### config.mk
export PLATFORM = sky130hd
export DESIGN_NAME = wr_port_arbiter
export DESIGN_NICKNAME = d
export VERILOG_FILES = /design/src/rtl/wr_port_arbiter.sv
export SDC_FILE = /design/constraint.sdc
export NUM_CORES = 1
export LEC_CHECK = 0
export ABC_AREA = 1
export CORE_ASPECT_RATIO = 0.8
export CORE_MARGIN = 2
export CORE_UTILIZATION = 40
export CTS_BUF_LIST = sky130_fd_sc_hd__clkbuf_2 sky130_fd_sc_hd__clkbuf_4 sky130_fd_sc_hd__clkbuf_8
export CTS_CLUSTER_SIZE = 20
export DETAILED_ROUTE_END_ITERATION = 10
export PLACE_DENSITY = 0.89
export SKIP_CTS_REPAIR_TIMING = 1
export SLEW_MARGIN = 10
export SYNTH_ARGS = -nofsm -noshare
export SYNTH_HDL_FRONTEND = slang
export SYNTH_SLANG_ARGS = --single-unit
### constraint.sdc
create_clock -name CLK -period 4.5 [get_ports CLK]
set_clock_uncertainty 0.05 [all_clocks]
set_input_delay 0.9 -clock CLK [delete_from_list [all_inputs] [get_ports CLK]]
set_output_delay 0.9 -clock CLK [all_outputs]
set_load 0.01 [all_outputs]
### src/rtl/wr_port_arbiter.sv
// wr_port_arbiter: round-robin arbiter sharing the register bank write port among NREQ requesters.
// Define WR_ARB_LOCK_EN to add a LOCK input and a LOCKED state for back-to-back burst writes.
module wr_port_arbiter #(
  parameter int NREQ = 4,
  parameter int AW   = 5,
  parameter int DW   = 32
) (
  input  logic                 CLK,
  input  logic                 RST_N,
  input  logic                 STALL,
  input  logic [NREQ-1:0]      REQ,
  input  logic [NREQ*AW-1:0]   REQ_ADDR,
  input  logic [NREQ*DW-1:0]   REQ_DATA,
`ifdef WR_ARB_LOCK_EN
  input  logic [NREQ-1:0]      LOCK,
`endif
  output logic [NREQ-1:0]      GNT,
  output logic                 WE,
  output logic [AW-1:0]        WADDR,
  output logic [DW-1:0]        WDATA,
  output logic                 BUSY
);
  localparam int PW = $clog2(NREQ);
  localparam logic [PW:0] NR = NREQ[PW:0];
  localparam logic [PW-1:0] LAST = PW'(NREQ - 1);
`ifdef WR_ARB_LOCK_EN
  typedef enum logic [1:0] {IDLE, GRANT, LOCKED} state_t;
`else
  typedef enum logic {IDLE, GRANT} state_t;
`endif
  state_t state, state_nx;
  logic [PW-1:0] ptr, ptr_nx, win, off, sel;
  logic [PW:0] sum;
  logic found, hold;
  logic [NREQ-1:0] elig, rot, gnt_nx;
  logic [AW-1:0] waddr_nx, waddr_sel;
  logic [DW-1:0] wdata_nx, wdata_sel;
  // The requester granted last cycle is masked so a late REQ drop never writes twice
  assign elig = REQ & ~GNT;
  assign BUSY = |elig;
  assign rot = NREQ'({elig, elig} >> ptr);
  always_comb begin
    found = 1'b0;
    off = '0;
    for (int k = NREQ - 1; k >= 0; k--)
      if (rot[k]) begin
        found = 1'b1;
        off = k[PW-1:0];
      end
    sum = {1'b0, ptr} + {1'b0, off};
    win = PW'(sum >= NR ? sum - NR : sum);
  end
`ifdef WR_ARB_LOCK_EN
  // PTR already points past the lock holder and stays frozen while locked
  logic [PW-1:0] holder;
  assign holder = ptr == '0 ? LAST : ptr - 1'b1;
  assign hold = state == LOCKED && REQ[holder] && LOCK[holder];
  assign sel = hold ? holder : win;
  assign WE = state == GRANT || (state == LOCKED && |GNT);
`else
  assign hold = 1'b0;
  assign sel = win;
  assign WE = state == GRANT;
`endif
  always_comb begin
    waddr_sel = '0;
    wdata_sel = '0;
    for (int k = 0; k < NREQ; k++)
      if (sel == k[PW-1:0]) begin
        waddr_sel = REQ_ADDR[k*AW +: AW];
        wdata_sel = REQ_DATA[k*DW +: DW];
      end
  end
  always_comb begin
    state_nx = state;
    ptr_nx = ptr;
    gnt_nx = '0;
    waddr_nx = WADDR;
    wdata_nx = WDATA;
    if (STALL) begin
`ifdef WR_ARB_LOCK_EN
      state_nx = state == LOCKED ? LOCKED : IDLE;
`else
      state_nx = IDLE;
`endif
    end else if (hold || found) begin
      gnt_nx = NREQ'(1) << sel;
      waddr_nx = waddr_sel;
      wdata_nx = wdata_sel;
      if (!hold) ptr_nx = win == LAST ? '0 : win + 1'b1;
`ifdef WR_ARB_LOCK_EN
      state_nx = (hold || LOCK[win]) ? LOCKED : GRANT;
`else
      state_nx = GRANT;
`endif
    end else begin
      state_nx = IDLE;
    end
  end
  always_ff @(posedge CLK or negedge RST_N) begin
    if (!RST_N) begin
      state <= IDLE;
      ptr <= '0;
      GNT <= '0;
      WADDR <= '0;
      WDATA <= '0;
    end else begin
      state <= state_nx;
      ptr <= ptr_nx;
      GNT <= gnt_nx;
      WADDR <= waddr_nx;
      WDATA <= wdata_nx;
    end
  end
endmodule

Word-level counts from Yosys, hierarchy flattened
Cells that the tools add are included.
{"block": "word_totals", "regBits": 44, "output_inout_bits": 43}
{"block": "op_classes", "n_addsub": 3, "order_cmp": 1, "eq_ne": 3, "shift": 2, "muxes": 22, "bitwise": 3, "n_reduce_logical": 3}
{"operator": "32-bit 2-to-1 mux", "n": 4}
{"operator": "5-bit 2-to-1 mux", "n": 4}
{"operator": "2-bit 2-to-1 mux", "n": 6}
{"operator": "4-bit 2-to-1 mux", "n": 2}
{"operator": "8-bit by 2-bit right shift with 4-bit output", "n": 1}
{"operator": "1-bit 2-to-1 mux", "n": 6}
{"operator": "4-bit AND", "n": 1}
{"operator": "2-bit equality test, second input constant", "n": 2}
{"operator": "4-bit NOT", "n": 1}
{"operator": "4-bit OR reduction", "n": 1}
{"operator": "1-bit by 2-bit << shifter with 4-bit output, first input constant", "n": 1}
{"operator": "2-bit by 2-bit adder with 3-bit output", "n": 1}
{"operator": "3-bit >= comparator, second input constant", "n": 1}
{"operator": "2-bit by 1-bit adder with 2-bit output, second input constant", "n": 1}
{"operator": "2-bit by 1-bit equality test with 1-bit output, second input constant", "n": 1}
{"operator": "2-bit zero test", "n": 1}
{"operator": "2-bit AND reduction", "n": 1}
{"operator": "2-bit by 1-bit subtractor with 2-bit output, second input constant", "n": 1}
{"operator": "1-bit NOT", "n": 1}

Longest topological paths before layout
{"block": "depth", "word_depth": 15, "ltp_mapped": 22}

Worst setup path after synthesis
No wires, ideal clock.
{"block": "synth_timing", "path_kind": "in2reg", "start": "in REQ[1]", "end": "reg WADDR[0]", "t_arrival_ns": 2.844, "slack_ns": 1.482, "path_stages": 19, "n_path_buf": 2, "path_cell_list": "nand3_1 -> nand3_1 -> nand2_1 -> nand3_1 -> a21boi_0 -> ha_1 -> xor2_1 -> nand2_1 -> nand2_1 -> inv_1 -> ha_1 -> buf_4 -> buf_4 -> a21oi_1 -> nand2_1 -> o21ai_1 -> nand2_1 -> o21ai_0 -> o21ai_1"}
{"block": "synth_via", "elab_chain_len": 14, "word_cells_on_any_way": 23}
{"item": "from (decl)", "line": "11", "rtl": "input logic [NREQ-1:0] REQ,"}
{"item": "4-bit AND (*)", "line": "39", "rtl": "assign elig = REQ & ~GNT;"}
{"item": "8-bit by 2-bit right shift with 4-bit output (*)", "line": "41", "rtl": "assign rot = NREQ'({elig, elig} >> ptr);"}
{"item": "2-bit 2-to-1 mux (4 in a row)", "line": "46", "rtl": "if (rot[k]) begin"}
{"item": "2-bit by 2-bit adder with 3-bit output", "line": "50", "rtl": "sum = {1'b0, ptr} + {1'b0, off};"}
{"item": "3-bit >= comparator or 2-bit by 1-bit subtractor with 2-bit output (tied branches)", "line": "51", "rtl": "win = PW'(sum >= NR ? sum - NR : sum);"}
{"item": "2-bit 2-to-1 mux", "line": "51"}
{"item": "2-bit zero test", "line": "69", "rtl": "if (sel == k[PW-1:0]) begin"}
{"item": "5-bit 2-to-1 mux (4 in a row)", "line": "69"}
{"item": "to (signal assigned)", "line": "111", "rtl": "WADDR <= waddr_nx;"}
{"item": "to (decl)", "line": "19", "rtl": "output logic [AW-1:0] WADDR,"}
Mark *: on every way between the ends. The rest lies on a longest branch, timed or not.
A chain may end at the register's enable or synchronous reset.

Worst setup path after layout
{"block": "layout_timing", "start": "in REQ[0]", "end": "reg WDATA[18]"}
{"block": "layout_via", "elab_chain_len": 14, "word_cells_on_any_way": 23}
{"item": "4-bit AND (*)", "line": "39"}
{"item": "8-bit by 2-bit right shift with 4-bit output (*)", "line": "41"}
{"item": "2-bit 2-to-1 mux (4 in a row)", "line": "46"}
{"item": "2-bit by 2-bit adder with 3-bit output", "line": "50"}
{"item": "3-bit >= comparator or 2-bit by 1-bit subtractor with 2-bit output (tied branches)", "line": "51"}
{"item": "2-bit 2-to-1 mux", "line": "51"}
{"item": "2-bit zero test", "line": "69"}
{"item": "32-bit 2-to-1 mux (4 in a row)", "line": "69"}
{"item": "to (signal assigned)", "line": "112", "rtl": "WDATA <= wdata_nx;"}
{"item": "to (decl)", "line": "20", "rtl": "output logic [DW-1:0] WDATA,"}
Marks and branches as above.

==> run summary <==
Critical path
• **highest net fanout along the worst path** 38
• **Critical Path RT** 4.67 ns
• **Critical Setup Path Class** in2reg
• **startpoint kind of the worst setup timing path** input port
• **data arrival time at the worst-slack endpoint** 3.87 ns
• **Critical Path End Type** flip-flop

Placement
• **routability congestion estimate** 0.858
• **half-perimeter wire length after placement** 7580 um
• **number of placed instances with taps included** 697
• **number of buffer cells added on primary ports** 197
• **area of placed instances** 4890 um^2

Yosys
• **Commonest cells post-synth** nand2_1, o21ai_1, o21ai_0, dfrtp_1, a21oi_1
• **count of yosys warnings during synthesis** 0
• **top flip-flop cell by instance count after synthesis** dfrtp_1
• **ranking of synthesized cells by area** dfrtp_1, nand2_1, o21ai_1
• **synthesized netlist cell count** 438
• **number of synthesized flops with an enable pin** 0
• **cell area after technology mapping** 2940 um^2
• **share of the yosys chip area belonging to registers** 37.4%
• **synth unique cells** 20
• **Synthesized Nets** 598
• **average size of a mapped cell** 6.72 um^2
• **flip-flop and latch count after synthesis** 44
• **Async S/R FF share, synth** 100%
• **cell with the most instances after synthesis** nand2_1
• **Yosys top cell area share** 37.4%
• **post-synth top area cell** dfrtp_1

Route
• **number of nets with antenna violations after routing** 0
• **detailed-route wire length** 10300 um
• **Post-route DRC** 0
• **number of vias per cell** 5.10
• **detailed-route wire length per cell** 14.6 um
• **vias after detailed routing** 3593
• **TritonRoute pass-1 iters** 5
• **first-iteration detailed-routing DRC count** 175

STA
• **setup repair after global routing missed its margin** no
• **Post-Route Setup TNS** 0 ns
• **Max Transition Viols Final** 0
• **max frequency** 0.270 GHz
• **number of hold violations in the final report** 0
• **Final min period** 3.70 ns
• **Slew Limit Headroom** 22.0%
• **number of setup violations in the final report** 0
• **Final Cycle Share** 82.2%
• **Tightest Pin Transition** 1.17 ns
• **post-route worst hold slack** 0.443 ns

Finish
• **antenna diode count** 0
• **signed area change from the synthesized netlist to the final layout** 70.0%
• **post-route cell area** 5000 um^2
• **nets@finish** 777
• **fin cells** 705
• **fraction of layout cells with a size suffix above 1** 3.24%

Global routing
• **initial antenna violation count** 0
• **leftover overflow at the end of global routing** 0
• **total routing usage reported by global routing** 24.4%
• **maximum number of pins on one net before global-route repair** 78
• **vias in the first global route** 3300
• **wire length of the first global-routing pass** 15500 um

Power
• **combinational share of power** 79.4%
• **Net Sw Frac** 52.2%
• **cell internal pwr** 2.37 mW
• **total power consumption of the routed design** 4.96 mW
• **net switching power** 2.59 mW
• **leakage** 2.23 nW
• **sequential cell fraction of total power** 14.4%
• **Clk network pwr share** 6.2%
• **Peak VDD IR** 0.000825 V
• **Power Dens Cells** 991 nW/um^2

Floorplan
• **number of placement rows** 27
• **number of I/O pins** 198
• **area inside the core boundary** 6990 um^2
• **Starting Density** 42.1%
• **Die X** 99.9 um
• **overall die area** 8070 um^2
• **vertical die dimension** 80.7 um

CTS
• **total clock sinks** 44
• **TritonCTS clock tree** done
• **register clock-pin slew on the reported worst setup and hold paths** 0.08 ns
• **H-tree lvl count** 2
• **Max Buffers Root-to-Sink** 2
• **CTS root buffer** clkbuf_8
• **number of buffers created by CTS** 5
• **later-pin clock latency in the skew report** 0.31 ns

Flow run
• **max-cap violation count** 0

Outcome
• **run status** complete, no violations

Hold path
• **kind of path behind the tightest hold check** reg2reg

==> worst max-delay path: stages <==
cell	delay, ns
clkdlybuf4s50_1	0.50
nand3_1	0.13
nand3_1	0.15
nand3_1	0.08
a21boi_0	0.17
ha_1	0.20
xor2_1	0.20
inv_1	0.07
nand3_1	0.08
nand2_1	0.09
inv_1	0.08
ha_1	0.21
buf_4	0.42
a21oi_1	0.16
nand2_1	0.10
o21ai_0	0.08
nand2_1	0.06
o21ai_0	0.07
o21ai_1	0.12
==> state kept, by name, summed over array words and instances, names as in the netlist <==
signal and flops:
GNT 4, WDATA 32, WE 1, ptr 2
WADDR 5
==> worst paths after layout <==
kind / endpoint / start / slack (ns) / cells past startpoint
max in group asynchronous: WDATA[19] / RST_N / 3.08 / 1
hold reg to reg: WADDR[3] / WADDR[3] / 0.44 / 2
setup reg to reg: WDATA[18] / ptr[0] / 1.28 / 20
min in group asynchronous: WDATA[0] / RST_N / 0.70 / 1
hold / removal: WADDR[3] / WADDR[3] / 0.44 / 2
setup / recovery: WDATA[18] / REQ[0] / 0.80 / 19
==> power by group through the flow <==
stage          clock network, mW  logic, mW  registers, mW
2_1_floorplan                  0       2.77          0.779
6_report                   0.309       3.94          0.712
3_3_place_gp                   0       3.77          0.706
4_1_cts                    0.316       3.93          0.710
5_1_grt                    0.334       4.52          0.730
3_5_place_dp                   0       3.92          0.715
==> stage by stage <==
step	worst slack, ns	util (%)
after floorplan	1.48	-
after global placement	0.702	70.0
after detailed placement	0.553	70.0
after CTS	0.842	71.6
after global routing	0.490	71.6
final	0.800	71.6
==> kinds of logic after synthesis <==
| logic type | share of synthesized area, % |
|---|---|
| buffers and inverters | 8.84 |
| and+or+nand+nor | 25.2 |
| adders and majority gates | 2.12 |
| DFF | 37.4 |
| AOI/OAI and AO/OA | 26.1 |
| xor gates and xnor gates | 0.298 |
==> routing by layer <==
metal  GRT usage (%)  wire, um  up-vias  part of all wire (%)
met3            6.88       984       15                   9.6
met4            6.16       156        0                   1.5
met2            44.7      4940      171                    48
met1            28.5      4180     1606                    41
li1                -         -     1801                     -
met5               0         0        -                     0
==> layout make-up <==
| class | count | area (um^2) |
|---|---|---|
| Clock buffer | 6 | 76.3 |
| Clock inverter | 2 | 35.0 |
| Fill cell | 538 | 1990 |
| Inverter | 17 | 63.8 |
| Multi-Input combinational cell | 346 | 1580 |
| Sequential cell | 44 | 1100 |
| Tap cell | 87 | 109 |
| Timing Repair Buffer | 203 | 2040 |
==> layout by cell type, fill, tap and decap left out, types with 4 or more instances in the layout <==
| cell type | synthesis | final |
|---|---|---|
| nand2_1 | 161 | 161 |
| o21ai_0 | 55 | 55 |
| nand3_1 | 19 | 19 |
| a21oi_1 | 37 | 37 |
| o21ai_1 | 60 | 60 |
| buf_4 | 2 | 4 |
| clkdlybuf4s50_1 | 0 | 196 |
| ha_1 | 5 | 5 |
| clkbuf_8 | 0 | 5 |
| dfrtp_1 | 44 | 44 |
| nor2_1 | 4 | 4 |
| inv_1 | 15 | 15 |
No activity file was read; power rests on OpenSTA's default activity.
